`config.mk`:
```
export PLATFORM = sky130hd
export DESIGN_NAME = hex_keypad_scanner
export DESIGN_NICKNAME = d
export VERILOG_FILES = /design/src/rtl/hex_keypad_scanner.sv
export SDC_FILE = /design/constraint.sdc
export NUM_CORES = 1
export LEC_CHECK = 0
export ABC_CLOCK_PERIOD_IN_PS = 1700
export BUFFER_PORTS_ARGS = -buffer_cell sky130_fd_sc_hd__buf_2
export CORE_UTILIZATION = 51
export DETAILED_ROUTE_END_ITERATION = 8
export PLACE_DENSITY = 0.85
export RECOVER_POWER = 25
export SYNTH_ARGS = -nofsm -noshare
export SYNTH_HDL_FRONTEND = slang
export SYNTH_SLANG_ARGS = --single-unit
```
`constraint.sdc`:
```
create_clock -name clock -period 1.7 [get_ports clock]
set_clock_uncertainty 0.05 [all_clocks]
set_input_delay 0.085 -clock clock [delete_from_list [all_inputs] [get_ports clock]]
set_output_delay 0.085 -clock clock [all_outputs]
set_load 0.01 [all_outputs]
```
`src/rtl/hex_keypad_scanner.sv`:
```
// hex_keypad_scanner
//   Scanner/encoder for a 4x4 hex keypad. It drives the columns one at a time,
//   reads the rows, debounces the press and the release, and reports a 4-bit
//   key code (4*row + col).
//
// Parameters
//   SETTLE_CYCLES  cycles a column is driven before the rows are sampled (>=1)
//   DEBOUNCE_CNT   consecutive stable samples needed for a press and for a release (>=1)
//
// Ports
//   clock    in   rising-edge clock
//   reset    in   synchronous, active-high reset
//   row[3:0] in   row sense lines, active-high, sampled directly
//   col[3:0] out  column drive lines, active-high, registered
//   code[3:0]out  key code, updated on valid and held until the next accepted press
//   valid    out  one-cycle pulse when a debounced press is accepted
//   pressed  out  high from valid until the debounced release
//   multi    out  more than one row was seen in the accepted column (cleared on release)
//
// state    | meaning
// ---------+---------------------------------------------------------------
// IDLE     | all columns driven, waiting for any row to go high
// SCAN     | one column driven; sample rows once it has settled
// CONFIRM  | captured column held; count stable samples of the captured row
// HOLD     | key accepted; count consecutive clear samples for release
module hex_keypad_scanner #(
  parameter int SETTLE_CYCLES = 4,
  parameter int DEBOUNCE_CNT  = 3
) (
  input  logic       clock,
  input  logic       reset,
  input  logic [3:0] row,
  output logic [3:0] col,
  output logic [3:0] code,
  output logic       valid,
  output logic       pressed,
  output logic       multi
);

  localparam int MAX_CNT = (SETTLE_CYCLES > DEBOUNCE_CNT) ? SETTLE_CYCLES : DEBOUNCE_CNT;
  localparam int CW      = $clog2(MAX_CNT + 1);

  localparam logic [CW-1:0] SETTLE_LAST = CW'(SETTLE_CYCLES - 1);
  localparam logic [CW-1:0] DB_TARGET   = CW'(DEBOUNCE_CNT);

  typedef enum logic [1:0] {
    ST_IDLE,
    ST_SCAN,
    ST_CONFIRM,
    ST_HOLD
  } state_t;

  state_t        state_q,   state_d;
  logic [1:0]    col_idx_q, col_idx_d;
  logic [1:0]    row_idx_q, row_idx_d;
  logic [CW-1:0] settle_q,  settle_d;
  logic [CW-1:0] db_q,      db_d;
  logic [CW-1:0] rel_q,     rel_d;
  logic [3:0]    col_q,     col_d;
  logic [3:0]    code_q,    code_d;
  logic          valid_q,   valid_d;
  logic          pressed_q, pressed_d;
  logic          multi_q,   multi_d;

  // Lowest set row wins when several rows of one column are active.
  function automatic logic [1:0] lowest_bit(input logic [3:0] v);
    logic [1:0] idx;
    idx = 2'd0;
    if (v[0])      idx = 2'd0;
    else if (v[1]) idx = 2'd1;
    else if (v[2]) idx = 2'd2;
    else if (v[3]) idx = 2'd3;
    return idx;
  endfunction

  function automatic logic [3:0] one_hot(input logic [1:0] idx);
    return 4'b0001 << idx;
  endfunction

  always_comb begin
    state_d   = state_q;
    col_idx_d = col_idx_q;
    row_idx_d = row_idx_q;
    settle_d  = settle_q;
    db_d      = db_q;
    rel_d     = rel_q;
    col_d     = col_q;
    code_d    = code_q;
    valid_d   = 1'b0;
    pressed_d = pressed_q;
    multi_d   = multi_q;

    case (state_q)
      ST_IDLE: begin
        col_d = 4'hF;
        if (row != 4'h0) begin
          state_d   = ST_SCAN;
          col_idx_d = 2'd0;
          settle_d  = '0;
          col_d     = one_hot(2'd0);
        end
      end

      ST_SCAN: begin
        if (settle_q == SETTLE_LAST) begin
          if (row == 4'h0) begin
            if (col_idx_q == 2'd3) begin
              // Nothing found in any column: the IDLE wake-up was spurious.
              state_d = ST_IDLE;
              col_d   = 4'hF;
            end else begin
              col_idx_d = col_idx_q + 2'd1;
              settle_d  = '0;
              col_d     = one_hot(col_idx_q + 2'd1);
            end
          end else begin
            row_idx_d = lowest_bit(row);
            // v & (v-1) clears the lowest set bit; anything left means >1 row.
            multi_d   = ((row & (row - 4'd1)) != 4'h0);
            if (DEBOUNCE_CNT == 1) begin
              state_d   = ST_HOLD;
              code_d    = {lowest_bit(row), col_idx_q};
              valid_d   = 1'b1;
              pressed_d = 1'b1;
              rel_d     = '0;
            end else begin
              state_d = ST_CONFIRM;
              db_d    = CW'(1);
            end
          end
        end else begin
          settle_d = settle_q + 1'b1;
        end
      end

      ST_CONFIRM: begin
        if (row[row_idx_q]) begin
          if ((db_q + 1'b1) == DB_TARGET) begin
            state_d   = ST_HOLD;
            code_d    = {row_idx_q, col_idx_q};
            valid_d   = 1'b1;
            pressed_d = 1'b1;
            db_d      = '0;
            rel_d     = '0;
          end else begin
            db_d = db_q + 1'b1;
          end
        end else begin
          // Bounce: drop the candidate without reporting it.
          state_d = ST_IDLE;
          db_d    = '0;
          multi_d = 1'b0;
          col_d   = 4'hF;
        end
      end

      ST_HOLD: begin
        // Only the captured row matters; other keys are ignored until release.
        if (!row[row_idx_q]) begin
          if ((rel_q + 1'b1) == DB_TARGET) begin
            state_d   = ST_IDLE;
            pressed_d = 1'b0;
            multi_d   = 1'b0;
            rel_d     = '0;
            col_d     = 4'hF;
          end else begin
            rel_d = rel_q + 1'b1;
          end
        end else begin
          rel_d = '0;
        end
      end

      default: begin
        state_d = ST_IDLE;
        col_d   = 4'hF;
      end
    endcase
  end

  always_ff @(posedge clock) begin
    if (reset) begin
      state_q   <= ST_IDLE;
      col_idx_q <= 2'd0;
      row_idx_q <= 2'd0;
      settle_q  <= '0;
      db_q      <= '0;
      rel_q     <= '0;
      col_q     <= 4'hF;
      code_q    <= 4'h0;
      valid_q   <= 1'b0;
      pressed_q <= 1'b0;
      multi_q   <= 1'b0;
    end else begin
      state_q   <= state_d;
      col_idx_q <= col_idx_d;
      row_idx_q <= row_idx_d;
      settle_q  <= settle_d;
      db_q      <= db_d;
      rel_q     <= rel_d;
      col_q     <= col_d;
      code_q    <= code_d;
      valid_q   <= valid_d;
      pressed_q <= pressed_d;
      multi_q   <= multi_d;
    end
  end

  assign col     = col_q;
  assign code    = code_q;
  assign valid   = valid_q;
  assign pressed = pressed_q;
  assign multi   = multi_q;

endmodule
```
==> results.cfg <==
[synthesis]
netlist_instances = 169
async_flop_share = 0
netlist.area_leader.share = 0.3583
synth_area_per_cell_um2 = 8.596
yosysSeqAreaShare = 0.3583
syn_area_um2 = 1453
yosysTopAreaCell = dfxtp_1
synth_most_common_cell = dfxtp_1
synth_top_cells_by_count = dfxtp_1 (26), a21oi_1 (15), nand2_1 (15)
yosysWarnings = 0
synthAdderAreaFrac = 0.08441
synth-xor-area-share = 0.01206
synthFlopType = dfxtp_1
muxShareOfSynthArea = 0.05254
synth_compound_area_frac = 0.2222
synthDistinctLibCells = 47
ys_seq_elements = 26
synth-simple-area-share = 0.2248
synth_top_family_by_area = simple AND/OR/NAND/NOR gates
synth_area_leaders = dfxtp_1 (36%), ha_1 (7.8%), a21oi_1 (5.2%), nand2_1 (3.9%), o21ai_0 (3.8%)
synth_edf_count = 0
syn-num-nets = 184

[clocking]
clk_pin_slew_ns = 0.13
hold_buffers = 0
clockBufferDepth = 2
root_buffer = clkbuf_4
clock-sinks = 26
h-tree-depth = 1
cts_buffers = 3
clkLatencyLatePin_ns = 0.32
cts_tree = done

[outcome]
outcome = complete, but fails checks
violations = setup timing

[critical_path]
cp_max_fo = 7
cp.required_ns = 1.91
cp-end-kind = register
worstPathCellList = mux4_2 > or2_4 > o32a_1 > nor2_1
arrival_ns = 1.93
cpPeakStageDelay_ns = 0.60
cp_slowest_cell = mux4_2
worst-setup-path-type = register to register
startpoint_type = register

[cells_and_area]
utilization = 0.6783
areaGrowthSynthToFinish_pct = 20.93
num-fill-cells = 197
drive_gt1_frac = 0.2513
n_antenna_cell = 0
final_cell_area_um2 = 1757
nets = 216

[global_routing]
grt_max_degree = 29
antenna_found_initial = 0
grt_pass1_wl_um = 5789
grt_overflow_total = 0
grt_usage = 0.2321
grt_pass1_vias = 1374

[die]
die_w_um = 55.37
start_util = 0.5609
num_rows = 18
core-area_um2 = 2590
pin_count = 17
dieArea_um2 = 3066
die_y_um = 55.37

[pwr]
leakage_uw = 0.0006987
powerDensity_nw_per_um2 = 623.2
ir_worst_vdd_v = 0.0005860

[sta]
report.final.slew_viol_count = 0
setup_violations = 2
worstMarginPinSlew_ns = 0.5101
rsz0062_at_grt = true
hold_violations = 0
period_needed_ns = 1.721
setup_ws_ns = -0.02108
fmax_mhz = 581.0
relSlewSlack = 0.6599
period_share = 1.012

[placed_design]
gp_congestion = 0.8815
placed_area_um2 = 1673
io_buffers = 16
dpl.hpwl_um = 2523

[min_path]
hp-class = input port to register

[routing]
vias_per_cell = 6.083
vias = 1393
drc = 0
antenna_left = 0
wl_per_cell_um = 15.15
firstDrtPassIters = 4
drtIter0Drc = 36
drt-total-wl_um = 3469

[job]
timing.max_cap.violations = 0
==> logic make-up (layout without fill, tap and decap cells) <==
family | after synthesis | count (layout)
simple gates | 59 | 59
fa+ha+maj | 10 | 10
compound gates | 49 | 49
xor+xnor | 2 | 2
flops | 26 | 26
buf+inv | 17 | 47
mux | 6 | 6
==> path summary, 6_finish.rpt <==
| check | start | endpoint | slack, ns | cells past startpoint |
|---|---|---|---|---|
| worst min register to register | multi$_SDFFE_PP0P_ | multi$_SDFFE_PP0P_ | 0.43 | 2 |
| worst max register to register | row_idx_q[0]$_SDFFE_PP0P_ | rel_q[0]$_SDFFE_PP0P_ | -0.02 | 4 |
| worst max-delay path | row_idx_q[0]$_SDFFE_PP0P_ | rel_q[0]$_SDFFE_PP0P_ | -0.02 | 4 |
| worst min-delay path | row[3] | multi$_SDFFE_PP0P_ | 0.09 | 3 |
==> metal layers <==
layer	vias up	part of all wire	global-route usage
met5	-	0	0
met1	664	0.44	0.2759
li1	682	-	-
met2	43	0.51	0.4131
met4	0	0.0069	0.09643
met3	4	0.045	0.03513
==> cell type report <==
| type | count | area [µm²] | share of cell area |
|---|---|---|---|
| multi-input cells | 126 | 913.4 | 0.5199 |
| flip-flops and latches | 26 | 524.3 | 0.2984 |
| repair buffers | 37 | 232.7 | 0.1325 |
| well taps | 30 | 37.54 | 0.02137 |
| inverters | 7 | 26.28 | 0.01496 |
| clock buffers | 3 | 22.52 | 0.01282 |
==> through the flow <==
step                total power (µW)  setup slack [ns]  hold slack [ns]  cells   TNS, ns
detailed placement             836.6           -0.1309           0.4191    224   -0.8746
finish                          1095          -0.02108          0.09114    229  -0.03176
global route                    1152          -0.07137           0.1170    229   -0.3036
CTS                             1085          0.001224          0.08704    228         0
global placement               828.1          -0.07799           0.3992    224   -0.2942
floorplan                      765.7          -0.01401           0.2028    169  -0.01401
==> timing repair <==
item / in CTS / in global routing
setup buffers: 1 / 1
endpoints found under the setup margin: 13 / 17
gates resized for setup: 4 / 14
pin swaps: 2 / 4
==> flip-flops by register name, indices dropped and copies added, names as in the netlist <==
signal	flops
state_q	2
pressed	1
valid	1
col_idx_q	2
multi	1
code	4
db_q	3
row_idx_q	2
rel_q	3
settle_q	3
col	4
==> cell usage in the layout (no fill, tap or decap), types with 2 or more instances in the layout <==
master,synthesis,layout
buf_2,2,9
o21ai_0,11,8
ha_1,9,8
a31oi_1,2,2
o21ai_1,0,3
dfxtp_2,0,3
a21oi_1,15,15
or4_1,3,3
clkbuf_1,8,7
nand3b_1,2,2
inv_1,7,7
clkbuf_4,0,3
buf_4,0,20
and2_1,2,2
nand3_1,2,2
nor2b_2,0,2
nor3_1,7,7
nand4b_1,3,3
o32a_1,3,3
nand2_1,15,14
nor2_1,13,13
mux2i_1,5,5
o21a_1,3,3
dfxtp_1,26,23
a211oi_1,2,2
xnor2_2,0,2
==> critical path: cells and delay by family, from the launching register on <==
family,cells,cell delay [ns]
multiplexers,1,0.60
flip-flops,1,0.36
AO/OA/AOI/OAI,1,0.29
AND/OR/NAND/NOR,2,0.37
==> power by group <==
group	switching, µW	internal, µW	total (µW)
sequential	18.3	630	648
clock	170	83.1	253
combinational	107	87.0	194
(Power assumes the default switching activity.)
